==> src/rtl/tmp_uart_formatter_if.sv <==
`default_nettype none
// ============================================================================
// Module   : tmp_uart_formatter_if
// Brief    : Request/character bundle between a host, the temperature
//            formatter and a UART transmit buffer.
// Revision : 1.0 - initial release
// ============================================================================
interface tmp_uart_formatter_if #(
    parameter int WIDTH = 8
);
    logic             start;
    logic [11:0]      temperature;
    logic             tx_full;
    logic [WIDTH-1:0] tx_data;
    logic             write_to_uart;
    logic             busy;
    logic             done;

    modport master (
        output start, temperature, tx_full,
        input  tx_data, write_to_uart, busy, done
    );

    modport slave (
        input  start, temperature, tx_full,
        output tx_data, write_to_uart, busy, done
    );
endinterface
`default_nettype wire

==> src/rtl/tmp_uart_formatter.sv <==
`default_nettype none
// ============================================================================
// Module   : tmp_uart_formatter
// Brief    : Turns a TMP101 reading into "sSSS.F" + CR[LF] ASCII characters
//            for a UART transmit buffer. Define TMP_FMT_PREFIX_EN to prefix
//            every message with "T=".
// Revision : 1.0 - initial release
// ============================================================================
module tmp_uart_formatter #(
    parameter int TERMINATE_CRLF   = 1,
    parameter int TRANSMITTED_BITS = 8
) (
    input  wire logic           clock,
    input  wire logic           reset,
    tmp_uart_formatter_if.slave bus
);

`ifdef TMP_FMT_PREFIX_EN
    localparam int c_PREFIX_LEN = 2;
    localparam logic [7:0] c_CHAR_T  = 8'h54;
    localparam logic [7:0] c_CHAR_EQ = 8'h3D;
`else
    localparam int c_PREFIX_LEN = 0;
`endif
    localparam int c_BODY_LEN = (TERMINATE_CRLF != 0) ? 8 : 7;
    localparam int c_MSG_LEN  = c_PREFIX_LEN + c_BODY_LEN;
    localparam int c_IDX_W    = $clog2(c_MSG_LEN);
    localparam logic [c_IDX_W-1:0] c_LAST_IDX = c_IDX_W'(c_MSG_LEN - 1);
    localparam logic [7:0] c_ASCII_0 = 8'h30;
    localparam logic [7:0] c_PLUS    = 8'h2B;
    localparam logic [7:0] c_MINUS   = 8'h2D;
    localparam logic [7:0] c_DOT     = 8'h2E;
    localparam logic [7:0] c_CR      = 8'h0D;
    localparam logic [7:0] c_LF      = 8'h0A;

    typedef enum logic [2:0] {
        S_IDLE    = 3'd0,
        S_CONVERT = 3'd1,
        S_SEND    = 3'd2,
        S_GAP     = 3'd3,
        S_DONE    = 3'd4
    } state_t;

    state_t                      r_state;
    state_t                      w_state_next;
    logic [11:0]                 r_temp;
    logic [c_IDX_W-1:0]          r_idx;
    logic [c_IDX_W-1:0]          w_idx_next;
    logic [TRANSMITTED_BITS-1:0] r_tx_data;
    logic [TRANSMITTED_BITS-1:0] r_msg [c_MSG_LEN];
    logic [TRANSMITTED_BITS-1:0] w_msg [c_MSG_LEN];
    logic [7:0]                  w_body [8];
    logic [11:0]                 w_mag;
    logic [7:0]                  w_int;
    logic [7:0]                  w_frac10;
    logic                        w_last;
    logic                        w_write;
    logic                        w_busy;
    logic                        w_done;

    assign w_last     = (r_idx == c_LAST_IDX);
    assign w_idx_next = r_idx + c_IDX_W'(1);

    // 0x800 negates to itself, which as unsigned is exactly 2048 (128.0 C).
    always_comb begin
        w_mag    = r_temp[11] ? (12'd0 - r_temp) : r_temp;
        w_int    = w_mag[11:4];
        w_frac10 = {4'd0, w_mag[3:0]} * 8'd10;

        w_body[0] = r_temp[11] ? c_MINUS : c_PLUS;
        w_body[1] = c_ASCII_0 + (w_int / 8'd100);
        w_body[2] = c_ASCII_0 + ((w_int / 8'd10) % 8'd10);
        w_body[3] = c_ASCII_0 + (w_int % 8'd10);
        w_body[4] = c_DOT;
        w_body[5] = c_ASCII_0 + (w_frac10 >> 4);
        w_body[6] = c_CR;
        w_body[7] = c_LF;
    end

    always_comb begin
        for (int i = 0; i < c_MSG_LEN; i++) begin
            w_msg[i] = '0;
        end
`ifdef TMP_FMT_PREFIX_EN
        w_msg[0] = c_CHAR_T;
        w_msg[1] = c_CHAR_EQ;
`endif
        w_msg[c_PREFIX_LEN + 0] = w_body[0];
        w_msg[c_PREFIX_LEN + 1] = w_body[1];
        w_msg[c_PREFIX_LEN + 2] = w_body[2];
        w_msg[c_PREFIX_LEN + 3] = w_body[3];
        w_msg[c_PREFIX_LEN + 4] = w_body[4];
        w_msg[c_PREFIX_LEN + 5] = w_body[5];
        w_msg[c_PREFIX_LEN + 6] = w_body[6];
        if (TERMINATE_CRLF != 0) begin
            w_msg[c_MSG_LEN - 1] = w_body[7];
        end
    end

    always_comb begin
        w_state_next = r_state;
        w_write      = 1'b0;
        w_busy       = 1'b0;
        w_done       = 1'b0;
        case (r_state)
            S_IDLE: begin
                if (bus.start) begin
                    w_state_next = S_CONVERT;
                end
            end
            S_CONVERT: begin
                w_busy       = 1'b1;
                w_state_next = S_SEND;
            end
            S_SEND: begin
                w_busy = 1'b1;
                if (!bus.tx_full) begin
                    w_write      = 1'b1;
                    w_state_next = S_GAP;
                end
            end
            S_GAP: begin
                w_busy       = 1'b1;
                w_state_next = w_last ? S_DONE : S_SEND;
            end
            S_DONE: begin
                w_done       = 1'b1;
                w_state_next = S_IDLE;
            end
            default: begin
                w_state_next = S_IDLE;
            end
        endcase
    end

    // tx_data is loaded on entry to SEND so it is already stable when the strobe rises.
    always_ff @(posedge clock) begin
        if (reset) begin
            r_state   <= S_IDLE;
            r_temp    <= '0;
            r_idx     <= '0;
            r_tx_data <= '0;
        end else begin
            r_state <= w_state_next;
            case (r_state)
                S_IDLE: begin
                    if (bus.start) begin
                        r_temp <= bus.temperature;
                    end
                end
                S_CONVERT: begin
                    r_idx     <= '0;
                    r_tx_data <= w_msg[0];
                end
                S_GAP: begin
                    if (!w_last) begin
                        r_idx     <= w_idx_next;
                        r_tx_data <= r_msg[w_idx_next];
                    end
                end
                default: begin
                end
            endcase
        end
    end

    always_ff @(posedge clock) begin
        if (r_state == S_CONVERT) begin
            r_msg <= w_msg;
        end
    end

    // The strobe is gated by reset so an abort never writes in the reset cycle.
    assign bus.write_to_uart = w_write & ~reset;
    assign bus.tx_data       = r_tx_data;
    assign bus.busy          = w_busy;
    assign bus.done          = w_done;

endmodule
`default_nettype wire

==> src/flat_wrapper.sv <==
// flat-port wrapper written by rule: the top's interface ports become plain ports
module tmp_uart_formatter_flat 
#(
    parameter int TERMINATE_CRLF   = 1,
    parameter int TRANSMITTED_BITS = 8
)
  (clock, reset, bus_start, bus_temperature, bus_tx_full, bus_tx_data, bus_write_to_uart, bus_busy, bus_done);
  tmp_uart_formatter_if bus_i ();
  input  wire logic clock;
  input  wire logic reset;
  input wire logic [$bits(bus_i.start)-1:0] bus_start;
  input wire logic [$bits(bus_i.temperature)-1:0] bus_temperature;
  input wire logic [$bits(bus_i.tx_full)-1:0] bus_tx_full;
  output wire logic [$bits(bus_i.tx_data)-1:0] bus_tx_data;
  output wire logic [$bits(bus_i.write_to_uart)-1:0] bus_write_to_uart;
  output wire logic [$bits(bus_i.busy)-1:0] bus_busy;
  output wire logic [$bits(bus_i.done)-1:0] bus_done;
  assign bus_i.start = bus_start;
  assign bus_i.temperature = bus_temperature;
  assign bus_i.tx_full = bus_tx_full;
  assign bus_tx_data = bus_i.tx_data;
  assign bus_write_to_uart = bus_i.write_to_uart;
  assign bus_busy = bus_i.busy;
  assign bus_done = bus_i.done;
  tmp_uart_formatter #(.TERMINATE_CRLF(TERMINATE_CRLF), .TRANSMITTED_BITS(TRANSMITTED_BITS)) u_core (.clock(clock), .reset(reset), .bus(bus_i));
endmodule
==> config.mk <==
export PLATFORM = sky130hd
export DESIGN_NAME = tmp_uart_formatter_flat
export DESIGN_NICKNAME = d
export VERILOG_FILES = /design/src/rtl/tmp_uart_formatter_if.sv /design/src/rtl/tmp_uart_formatter.sv /design/src/flat_wrapper.sv
export SDC_FILE = /design/constraint.sdc
export NUM_CORES = 1
export LEC_CHECK = 0
export ABC_AREA = 1
export BUFFER_PORTS_ARGS = -buffer_cell sky130_fd_sc_hd__buf_2
export CORE_MARGIN = 5
export CORE_UTILIZATION = 56
export CTS_BUF_LIST = sky130_fd_sc_hd__clkbuf_4 sky130_fd_sc_hd__clkbuf_8
export DETAILED_ROUTE_END_ITERATION = 10
export GPL_ROUTABILITY_DRIVEN = 0
export GPL_TIMING_DRIVEN = 0
export PLACE_DENSITY = 0.84
export SYNTH_ARGS = -nofsm -noshare
export SYNTH_HDL_FRONTEND = slang
export SYNTH_SLANG_ARGS = --single-unit
==> constraint.sdc <==
create_clock -name clock -period 3 [get_ports clock]
set_input_delay 0.3 -clock clock [delete_from_list [all_inputs] [get_ports clock]]
set_output_delay 0.3 -clock clock [all_outputs]
set_load 0.02 [all_outputs]
==> results.md <==
- Cell area power density: just under 700 nW/µm²
- Clock transition at path regs: 0.10 ns
- DIE WIDTH: about 84 µm
- CP peak stage delay: 0.33 ns
- Sum Neg Setup Slack: 0 ns
- Asr flop ratio synth: 0%
- Largest vdd supply drop: between 0.3 and 0.4 mV
- CTS Buf Count: 5
- Post-Synth Simple-Gate Area: 28.4%
- Synth area leader: edfxtp_1
- Worst-path fanout max: 5
- # port buffers: 25
- Via count: 2631
- Largest cells by area after synthesis: edfxtp_1, dfxtp_1, nand2_1
- Number of global-route vias before repair: around 2500
- Row cnt: 27
- Worst Path Required: 3.06 ns
- Fmax: around 0.34 GHz
- Comb power frac: between 40% and 50%
- Switch Pwr: 0.00100 W
- Final period util: a little over nine tenths
- Number of fill cells in the layout: 447
- I/O Pins: 27
- Max-Cap Viols: 0
- Hold slack: ~0.27 ns
- Synthesis warning total: 0
- Initial DRT Pass Iterations: 4
- Global-route usage over all layers: a little under a fifth
- Post-synth top cells: nand2_1, inv_1, nor2_1
- Iteration-0 DRC Markers: between 150 and 200
- Final Max Slew Viols: 0
- Core ar.: ~5400 µm²
- Slowest cell on crit path: dfxtp_2
- First-pass GRT wire length: 10.8 mm
- Antenna-violating nets left: 0
- Top-area cell type share of the netlist area: 23.5%
- Slew headroom: 64.4%
- Share of layout cells above drive strength 1: about 29%
- Final nets: about 460
- Final setup fails: 0
- Sink Count: 50
- Area Growth Syn to Fin: 19.3%
- Post-synth EDFFs: 24
- CTS tree: yes
- Clock Skews: about 0.012 ns
- CTS HTree Levels: 2
- Final worst path period need: between 2 and 3 ns
- Starting density of the core: between 50% and 60%
- Die Y-Extent: ~84 µm
- Pint: 0.00148 W
- Leak: between 1.5 and 2 nW
- Full die area: around 7100 µm²
- Hold Fails Final Rpt: 0
- Post-route cell area: 3660 µm²
- Most used DFF post-synth: dfxtp_1
- Mux contribution to synthesized area: 0%
- Vias per cell: 5.27
- WL/cell: roughly 13 µm
- Run status: finished clean
- Hold-fix buffers, CTS: 0
- Placed cell areas: around 3300 µm²
- Routed wire length: 6.66 mm
- Antenna Cells: 0
- Cell mode on critical path: nand2_4
- Worst Setup Path Type: flop to flop
- Largest net degree at the start of global routing: 20
- Synthesized-area fraction occupied by adder cells: roughly 6.4%
- Syn Inst Count: ~380
- Remaining DRCs: 0
- Worst-margin pin slew: ~0.53 ns
- Hold Path Class: primary input to flop
- RSZ-0062 raised after global routing: true
- Netlist Area Pre-Place: 3070 µm²
- Top-count cell post-synth: nand2_1
- Register bit total from synthesis: 50
- Main combinational cell family by area after synthesis: simple AND/OR/NAND/NOR gates
- Initial antenna violation count: 0
- Worst-skew pair later-pin latency: roughly 0.30 ns
- Clock Tree Buf Depth: 2
- Critical Path End Type: flop
- Root Buffer: clkbuf_8
- Sw Ratio: roughly two fifths
- XOR/XNOR share of the synthesized area: under 10%
- Clock power frac: around 16%
- Flop pwr share: between 30% and 40%
- Post-synthesis compound-gate area fraction: 14.1%
- Syn Area/Cell: a little over 8 µm²
- DP HPWL: between 4 and 5 mm
- GRT overflow: 0
- Yosys cell types: 41
- Data arrival time of the worst path: 3.03 ns
- Part of the Yosys area used for sequential elements: 40.4%
- Crit start category: flop
==> layout by cell type, fill, tap and decap left out, types with 3 or more instances in the layout <==
master    instances
nand3_2           9
a21oi_1          27
inv_1            41
dfxtp_1          24
nor2_1           28
conb_1            3
nand4_1           3
clkbuf_8          6
clkbuf_1          6
edfxtp_1         24
nand3_4           4
buf_2            25
nand2_1          64
ha_1             10
nand3_1          16
ha_4              4
nand2_2          19
o21ai_1           5
nor3_1            3
inv_2            10
nand2_4           9
xor2_1            6
o21ai_0          25
nor2_2            4
buf_4            16
==> worst paths after layout <==
path | slack, ns | start | to | depth (start not counted)
max | 0.03 | u_core.r_temp[0]$_SDFFE_PP0P_ | u_core.r_msg[46]$_DFFE_PP_ | 25
min reg2reg | 0.45 | u_core.r_temp[11]$_SDFFE_PP0P_ | u_core.r_msg[58]$_DFFE_PP_ | 0
min | 0.27 | bus_start | u_core.r_state[0]$_SDFFE_PP0P_ | 2
max reg2reg | 0.03 | u_core.r_temp[0]$_SDFFE_PP0P_ | u_core.r_msg[46]$_DFFE_PP_ | 25
==> cell type report <==
cell class	instances	area [µm²]	share of cell area (%)
inverters	53	204	5.57
flip-flops and latches	50	1240	33.9
plain buffers	8	43.8	1.19
repair buffers	41	265	7.24
multi-input cells	267	1730	47.2
well taps	72	90.1	2.46
clock buffers	5	68.8	1.88
clock inverters	3	20.0	0.546
==> repair_timing <==
item / in CTS / in global routing
gates resized for setup: 15 / 21
setup endpoints to repair: 8 / 7
pin swaps: 12 / 15
setup buffers: 12 / 3
==> power groups by stage <==
stage / registers [W] / logic, W / clock network, W
2_1_floorplan: 0.000893 / 0.000772 / 0
3_3_place_gp: 0.000889 / 0.000916 / 0
3_5_place_dp: 0.000891 / 0.000970 / 0
4_1_cts: 0.000877 / 0.00110 / 0.000399
5_1_grt: 0.000885 / 0.00134 / 0.000435
6_report: 0.000878 / 0.00121 / 0.000395
==> layer usage <==
metal	GRT usage [%]	vias to the layer above	part of all wire [%]
met3	3.26	8	6.0
li1	-	1340	-
met5	0	-	0
met2	34.5	78	52
met4	5.85	0	1.5
met1	21.3	1205	40
==> flip-flops by register name (all words and copies together), names as in the netlist <==
register	flops
u_core.r_msg	24
u_core.r_temp	12
u_core.bus.tx_data	8
u_core.r_idx	3
u_core.r_state	3
==> cell families (layout without fill, tap and decap cells) <==
| family | count (synthesis) | after routing |
|---|---|---|
| xor+xnor | 9 | 9 |
| other cells | 1 | 3 |
| buf+inv | 61 | 110 |
| compound gates | 75 | 75 |
| simple gates | 165 | 165 |
| flops | 50 | 50 |
| fa+ha+maj | 15 | 15 |
==> worst max-delay path, delay by kind of cell (launching register included) <==
family	cells	cell delay (ns)
xor gates and xnor gates	1	0.15
adders and majority gates	3	0.50
DFF	1	0.33
AOI/OAI and AO/OA	2	0.29
buffers and inverters	3	0.17
and+or+nand+nor	16	1.28
==> through the flow <==
| stage | utilization (%) | setup WS (ns) | std cells | total power (W) |
|---|---|---|---|---|
| 6_report | 67.8 | 0.0318 | 499 | 0.00248 |
| 5_1_grt | 67.8 | -0.188 | 499 | 0.00266 |
| 3_3_place_gp | 60.9 | -0.203 | 475 | 0.00181 |
| 3_5_place_dp | 61.5 | -0.274 | 476 | 0.00186 |
| 4_1_cts | 65.7 | 0.00138 | 496 | 0.00238 |
| 2_1_floorplan | - | 0.0227 | 378 | 0.00167 |
(Power assumes the default switching activity.)
